$ cat src/rtl/axi_st_pkg.sv
// Shared types and helpers for the AXI4-Stream round-robin arbiter.
// Holds the FSM encoding, default sizing constants and the wrap-around index helper.
package axi_st_pkg;

    typedef enum logic {
        ST_IDLE = 1'b0,
        ST_BUSY = 1'b1
    } state_e;

    localparam int DEF_N_SRC  = 4;
    localparam int DEF_DATA_W = 16;
    localparam int DEF_CNT_W  = 16;

    // Index following idx in a ring of n entries.
    function automatic int next_idx(input int idx, input int n);
        return (idx >= n - 1) ? 0 : idx + 1;
    endfunction

endpackage

$ cat src/rtl/rr_pick.sv
// Combinational round-robin picker: first requester at or after the pointer,
// searching upward with wrap-around.
module rr_pick #(
    parameter int N  = 4,
    parameter int IW = $clog2(N)
) (
    input  logic [N-1:0]  in_req,
    input  logic [IW-1:0] in_ptr,
    output logic          o_found,
    output logic [IW-1:0] o_idx
);

    // Scan the ring starting at the pointer; the first hit wins.
    always_comb begin
        o_found = 1'b0;
        o_idx   = '0;
        for (int k = 0; k < N; k++) begin
            logic [IW-1:0] cand_idx;
            logic          hit;
            cand_idx = IW'((int'(in_ptr) + k) % N);
            hit      = !o_found && in_req[cand_idx];
            o_idx    = hit ? cand_idx : o_idx;
            o_found  = o_found | hit;
        end
    end

endmodule

$ cat src/rtl/axi_st_rr_arbiter.sv
// Packet-granular round-robin arbiter sharing one AXI4-Stream master among N_SRC sources,
// with a registered output stage, packet counter and grant/busy status.
module axi_st_rr_arbiter
    import axi_st_pkg::*;
#(
    parameter int N_SRC  = DEF_N_SRC,
    parameter int DATA_W = DEF_DATA_W,
    parameter int CNT_W  = DEF_CNT_W
) (
    input  logic                      in_clk,
    input  logic                      in_rst,
    input  logic [N_SRC-1:0]          in_s_tvalid,
    input  logic [N_SRC*DATA_W-1:0]   in_s_tdata,
    input  logic [N_SRC-1:0]          in_s_tlast,
    output logic [N_SRC-1:0]          o_s_tready,
    output logic                      o_m_tvalid,
    output logic [DATA_W-1:0]         o_m_tdata,
    output logic                      o_m_tlast,
    input  logic                      in_m_tready,
    output logic [$clog2(N_SRC)-1:0]  o_grant,
    output logic                      o_busy,
    output logic [CNT_W-1:0]          o_pkt_cnt
);

    localparam int GW = $clog2(N_SRC);

    state_e              state_q, state_d;
    logic [GW-1:0]       grant_q, grant_d;
    logic [GW-1:0]       ptr_q, ptr_d;
    logic                m_tvalid_q, m_tvalid_d;
    logic [DATA_W-1:0]   m_tdata_q, m_tdata_d;
    logic                m_tlast_q, m_tlast_d;
    logic [CNT_W-1:0]    pkt_cnt_q, pkt_cnt_d;

    logic                pick_found;
    logic [GW-1:0]       pick_idx;
    logic                out_free;
    logic                accept;
    logic                sel_valid;
    logic                sel_last;
    logic [DATA_W-1:0]   sel_data;

    rr_pick #(
        .N  (N_SRC),
        .IW (GW)
    ) u_pick (
        .in_req  (in_s_tvalid),
        .in_ptr  (ptr_q),
        .o_found (pick_found),
        .o_idx   (pick_idx)
    );

    assign sel_valid = in_s_tvalid[grant_q];
    assign sel_last  = in_s_tlast[grant_q];
    assign sel_data  = in_s_tdata[int'(grant_q)*DATA_W +: DATA_W];

    // Output slot can take a beat when empty or draining this cycle.
    assign out_free = !m_tvalid_q || in_m_tready;
    assign accept   = (state_q == ST_BUSY) && sel_valid && out_free;

    // Only the granted source sees tready, and only while locked.
    always_comb begin
        o_s_tready = '0;
        if (state_q == ST_BUSY) begin
            o_s_tready[grant_q] = out_free;
        end else begin
            o_s_tready = '0;
        end
    end

    // Arbitration FSM: pick in IDLE, hold the grant until a TLAST beat is accepted.
    always_comb begin
        state_d = state_q;
        grant_d = grant_q;
        ptr_d   = ptr_q;
        case (state_q)
            ST_IDLE: begin
                if (pick_found) begin
                    grant_d = pick_idx;
                    state_d = ST_BUSY;
                end else begin
                    state_d = ST_IDLE;
                end
            end
            ST_BUSY: begin
                if (accept && sel_last) begin
                    state_d = ST_IDLE;
                    ptr_d   = GW'(next_idx(int'(grant_q), N_SRC));
                end else begin
                    state_d = ST_BUSY;
                end
            end
            default: begin
                state_d = ST_IDLE;
            end
        endcase
    end

    // Output register: load on accept, drain on ready, otherwise hold.
    always_comb begin
        m_tvalid_d = m_tvalid_q;
        m_tdata_d  = m_tdata_q;
        m_tlast_d  = m_tlast_q;
        if (accept) begin
            m_tvalid_d = 1'b1;
            m_tdata_d  = sel_data;
            m_tlast_d  = sel_last;
        end else if (in_m_tready) begin
            m_tvalid_d = 1'b0;
        end else begin
            m_tvalid_d = m_tvalid_q;
        end
    end

    // Packet counter advances on each downstream TLAST handshake.
    always_comb begin
        pkt_cnt_d = pkt_cnt_q;
        if (m_tvalid_q && in_m_tready && m_tlast_q) begin
            pkt_cnt_d = pkt_cnt_q + {{(CNT_W-1){1'b0}}, 1'b1};
        end else begin
            pkt_cnt_d = pkt_cnt_q;
        end
    end

    // State and output flops with synchronous reset.
    always_ff @(posedge in_clk) begin
        if (in_rst) begin
            state_q    <= ST_IDLE;
            grant_q    <= '0;
            ptr_q      <= '0;
            m_tvalid_q <= 1'b0;
            m_tdata_q  <= '0;
            m_tlast_q  <= 1'b0;
            pkt_cnt_q  <= '0;
        end else begin
            state_q    <= state_d;
            grant_q    <= grant_d;
            ptr_q      <= ptr_d;
            m_tvalid_q <= m_tvalid_d;
            m_tdata_q  <= m_tdata_d;
            m_tlast_q  <= m_tlast_d;
            pkt_cnt_q  <= pkt_cnt_d;
        end
    end

    assign o_m_tvalid = m_tvalid_q;
    assign o_m_tdata  = m_tdata_q;
    assign o_m_tlast  = m_tlast_q;
    assign o_grant    = grant_q;
    assign o_busy     = (state_q == ST_BUSY);
    assign o_pkt_cnt  = pkt_cnt_q;

endmodule

$ cat config.mk
export PLATFORM = sky130hd
export DESIGN_NAME = axi_st_rr_arbiter
export DESIGN_NICKNAME = d
export VERILOG_FILES = /design/src/rtl/axi_st_pkg.sv /design/src/rtl/rr_pick.sv /design/src/rtl/axi_st_rr_arbiter.sv
export SDC_FILE = /design/constraint.sdc
export NUM_CORES = 1
export LEC_CHECK = 0
export ABC_AREA = 0
export BUFFER_PORTS_ARGS = -buffer_cell sky130_fd_sc_hd__buf_2
export CORE_AREA = 8 8 79 81
export DETAILED_ROUTE_END_ITERATION = 8
export DIE_AREA = 0 0 87 89
export GPL_ROUTABILITY_DRIVEN = 1
export GPL_TIMING_DRIVEN = 0
export PLACE_DENSITY = 0.77
export SLEW_MARGIN = 20
export SYNTH_ARGS = -nofsm -noshare
export SYNTH_HDL_FRONTEND = slang
export SYNTH_SLANG_ARGS = --single-unit
$ cat constraint.sdc
create_clock -name in_clk -period 2.3 [get_ports in_clk]
set_input_delay 0.23 -clock in_clk [delete_from_list [all_inputs] [get_ports in_clk]]
set_output_delay 0.23 -clock in_clk [all_outputs]
set_load 0.02 [all_outputs]
==> run_results.csv <==
group,metric,value,unit
status,run_status,"complete, no violations",
die,start_util,43.89,%
sta,max_slew_margin,68.39,%
placed_design,placement.io_buffers,115,
sta,setup_tns,0,ns
setup_path,timing.setup.critical_path_class,"reg -> out",
setup_path,maximum_single_stage_delay_on_the_critical_path,0.50,ns
placed_design,dpl-instance-area,2848,um^2
global_route,grt.total_usage,16.76,%
global_route,antenna_found_initial,0,
synth,async_reset_ff_share,0,%
setup_path,worstPathMaxFanout,10,
clock_tree,clock_buffer_count_from_cts,5,
die,floorplan.die_area,7743,um^2
clock_tree,clock_sinks,39,
clock_tree,cts.clk_slew.worst_paths,0.08,ns
setup_path,timing.critical_path.buf_inv,4,
detailed_routing,detail_route.first_pass.iterations,4,
synth,yosysTopAreaCellShare,35.74,%
clock_tree,cts_setup_buffers,0,
setup_path,critical_path.startpoint_type,"flop",
synth,synth_area_leader_cell,"dfxtp_1",
synth,synth_seq_cells,39,
global_route,grt_pass1_wl,10.35,mm
die,top_level_ports,116,
setup_path,worst-r2r-cell-count,6,
cells_and_area,fillers,473,
global_route,grt_remaining_overflow,0,
flow_run,drv.max_cap_violation_count,0,
sta,fmaxAchievable,488.2,MHz
synth,synthMostInstantiatedCell,"dfxtp_1",
sta,unrepaired_setup_endpoints_after_global_routing,"false",
clock_tree,htreeDepth,2,
cells_and_area,diodes,0,
cells_and_area,sequential_cell_area,780.7,um^2
cells_and_area,layout.cell_area.non_filler,2962,um^2
clock_tree,cts_buffer_depth,2,
detailed_routing,route.final.wire_length,6.382,mm
clock_tree,clock_latency,0.29,ns
placed_design,post-place-ws,0.3333,ns
synth,synthesis.nets,306,
detailed_routing,final_antenna_net_count,0,
power,power_density,558.3,nW/um^2
power,irDropWorstVdd,0.0002568,V
clock_tree,cts_tree,"yes",
die,die-height,89,um
sta,timing_hold_violations_final,0,
sta,worst_clock_skew_on_the_final_layout,0.008692,ns
synth,syn-mean-instance-area,9.666,um^2
detailed_routing,avgViaCountPerCell,5.222,
setup_path,path_cells,"buf_6, clkbuf_8, inv_1, ha_1, and3_1, buf_2",
placed_design,half_perimeter_wire_length_after_detailed_placement,5.198,mm
synth,yosysSeqAreaShare,35.74,%
synth,netlist_top_cells_count,"39 x dfxtp_1, 38 x nand2_1, 28 x a21oi_1",
clock_tree,clock_root_cell,"clkbuf_8",
cells_and_area,fin_nets,427,
sta,postLayoutSetupSlackWorst,0.2515,ns
worst_hold_path,min_delay_path_depth,3,
synth,mappedNetlistArea,2185,um^2
detailed_routing,route.detailed.drc,0,
die,floorplan.die.width,87,um
setup_path,crit_required,2.07,ns
setup_path,cp.arrival,1.82,ns
detailed_routing,initialDrtViolationCount,108,
synth,ys.flop_type,"dfxtp_1",
sta,final_min_period_over_clock_period,89.07,%
cells_and_area,layout-area-overhead-vs-synth,35.57,%
detailed_routing,avgRoutedWirePerCell,15.27,um
synth,synth.lib_cells_used.distinct,39,
power,leakage,1.342,nW
synth,netlist_instances,226,
synth,synth_top_cells_by_area,"dfxtp_1 36%, mux4_2 18%, nand2_1 6.5%",
die,floorplan.rows,26,
synth,synth_edf_count,0,
die,coreArea,4977,um^2
sta,setup_violations_final,0,
setup_path,critical_path.top_delay_family,"buffers and inverters",
detailed_routing,detailroute.via_count,2183,
setup_path,crit_path_top_delay_cell,"dfxtp_1",
synth,yosys_warnings,0,
setup_path,cp_num_cells,6,
cells_and_area,area_used_by_multi_input_combinational_logic,1275,um^2
sta,fin_crit,2.049,ns
worst_hold_path,min-delay-path-class,"in -> reg",
placed_design,dp.cells,411,
sta,max_slew.worst_pin.slew,0.4742,ns
cells_and_area,final_cell_count_no_fill,418,
setup_path,cp-end-kind,"output pin",
global_route,grt_pass1_vias,2334,
global_route,grt_max_degree,20,
sta,final_max_slew_viol_count,0,
placed_design,gp_congestion,0.8283,
sta,hold_ws,0.3292,ns
cells_and_area,layout-drive-gt1-share,44.54,%
[through the flow]
stage          total power [mW]  util [%]
2_1_floorplan            0.9490         -
3_3_place_gp              1.075     57.21
3_5_place_dp              1.083     57.21
4_1_cts                   1.676     59.50
5_1_grt                   1.737     59.50
6_report                  1.653     59.50
[path summary, 6_finish.rpt]
kind / slack, ns / from / to
worst max register to register: 0.39 / o_grant[0] / o_m_tdata[10]
worst min-delay path: 0.33 / in_rst / o_pkt_cnt[15]
worst min register to register: 0.45 / o_m_tdata[0] / o_m_tdata[0]
worst max-delay path: 0.25 / o_grant[0] / o_s_tready[0]
[cell type report]
type / count / share of cell area [%]
Multi-Input combinational cell: 169 / 43.05
Clock buffer: 6 / 2.788
Clock inverter: 2 / 1.183
Sequential cell: 39 / 26.36
Buffer: 13 / 3.718
Timing Repair Buffer: 115 / 19.43
Inverter: 4 / 0.5070
Tap cell: 70 / 2.957
[sequential cells by signal (all words and copies together), names as in the netlist]
signal      count
o_grant         2
o_m_tdata      16
ptr_q           2
o_m_tlast       1
o_busy          1
o_m_tvalid      1
o_pkt_cnt      16
[kinds of logic (layout without fill, tap and decap cells)]
group | after synthesis | after routing | synth area share, %
compound gates | 38 | 38 | 9.737
flops | 39 | 39 | 35.74
xor+xnor | 9 | 9 | 3.608
mux | 23 | 23 | 21.13
simple gates | 94 | 94 | 21.02
fa+ha+maj | 5 | 5 | 2.864
buf+inv | 18 | 140 | 5.899
[layout by cell type (no fill, tap or decap), types with 3 or more instances in the layout]
| master | count |
|---|---|
| xor2_1 | 5 |
| nor2_1 | 18 |
| mux2i_1 | 3 |
| buf_2 | 116 |
| a21oi_1 | 28 |
| clkbuf_1 | 4 |
| and3_1 | 8 |
| o21ai_0 | 3 |
| nand3_1 | 3 |
| dfxtp_1 | 39 |
| inv_1 | 4 |
| ha_1 | 5 |
| xnor2_1 | 4 |
| mux4_2 | 17 |
| nand2_1 | 38 |
| nand2b_1 | 4 |
| clkbuf_8 | 10 |
| nand4_1 | 8 |
[report_power, final]
group	leakage [nW]	total [mW]	switching, mW	internal, mW
registers	0.316	0.723	0.0204	0.703
clock network	0.0612	0.591	0.239	0.351
logic	0.964	0.340	0.169	0.171
total	1.34	1.65	0.429	1.22
[tightest hold or removal path, delay by kind of cell]
family | cells | cell delay [ns]
buffers and inverters | 1 | 0.13
muxes | 1 | 0.14
and+or+nand+nor | 1 | 0.08
[what timing repair did]
item / CTS / global route
gates resized for setup: 0 / 0
hold endpoints to repair: 0 / 0
setup endpoints to repair: 1 / 0
hold buffers: 0 / 0
[routing by layer]
| metal | vias up | global-route usage (%) | share of wire [%] |
|---|---|---|---|
| met5 | - | 0 | 0 |
| met4 | 0 | 4.225 | 0.85 |
| met3 | 4 | 8.640 | 11 |
| met2 | 99 | 29.77 | 49 |
| met1 | 1022 | 17.05 | 39 |
| li1 | 1058 | - | - |
No activity file was read; power rests on OpenSTA's default activity.
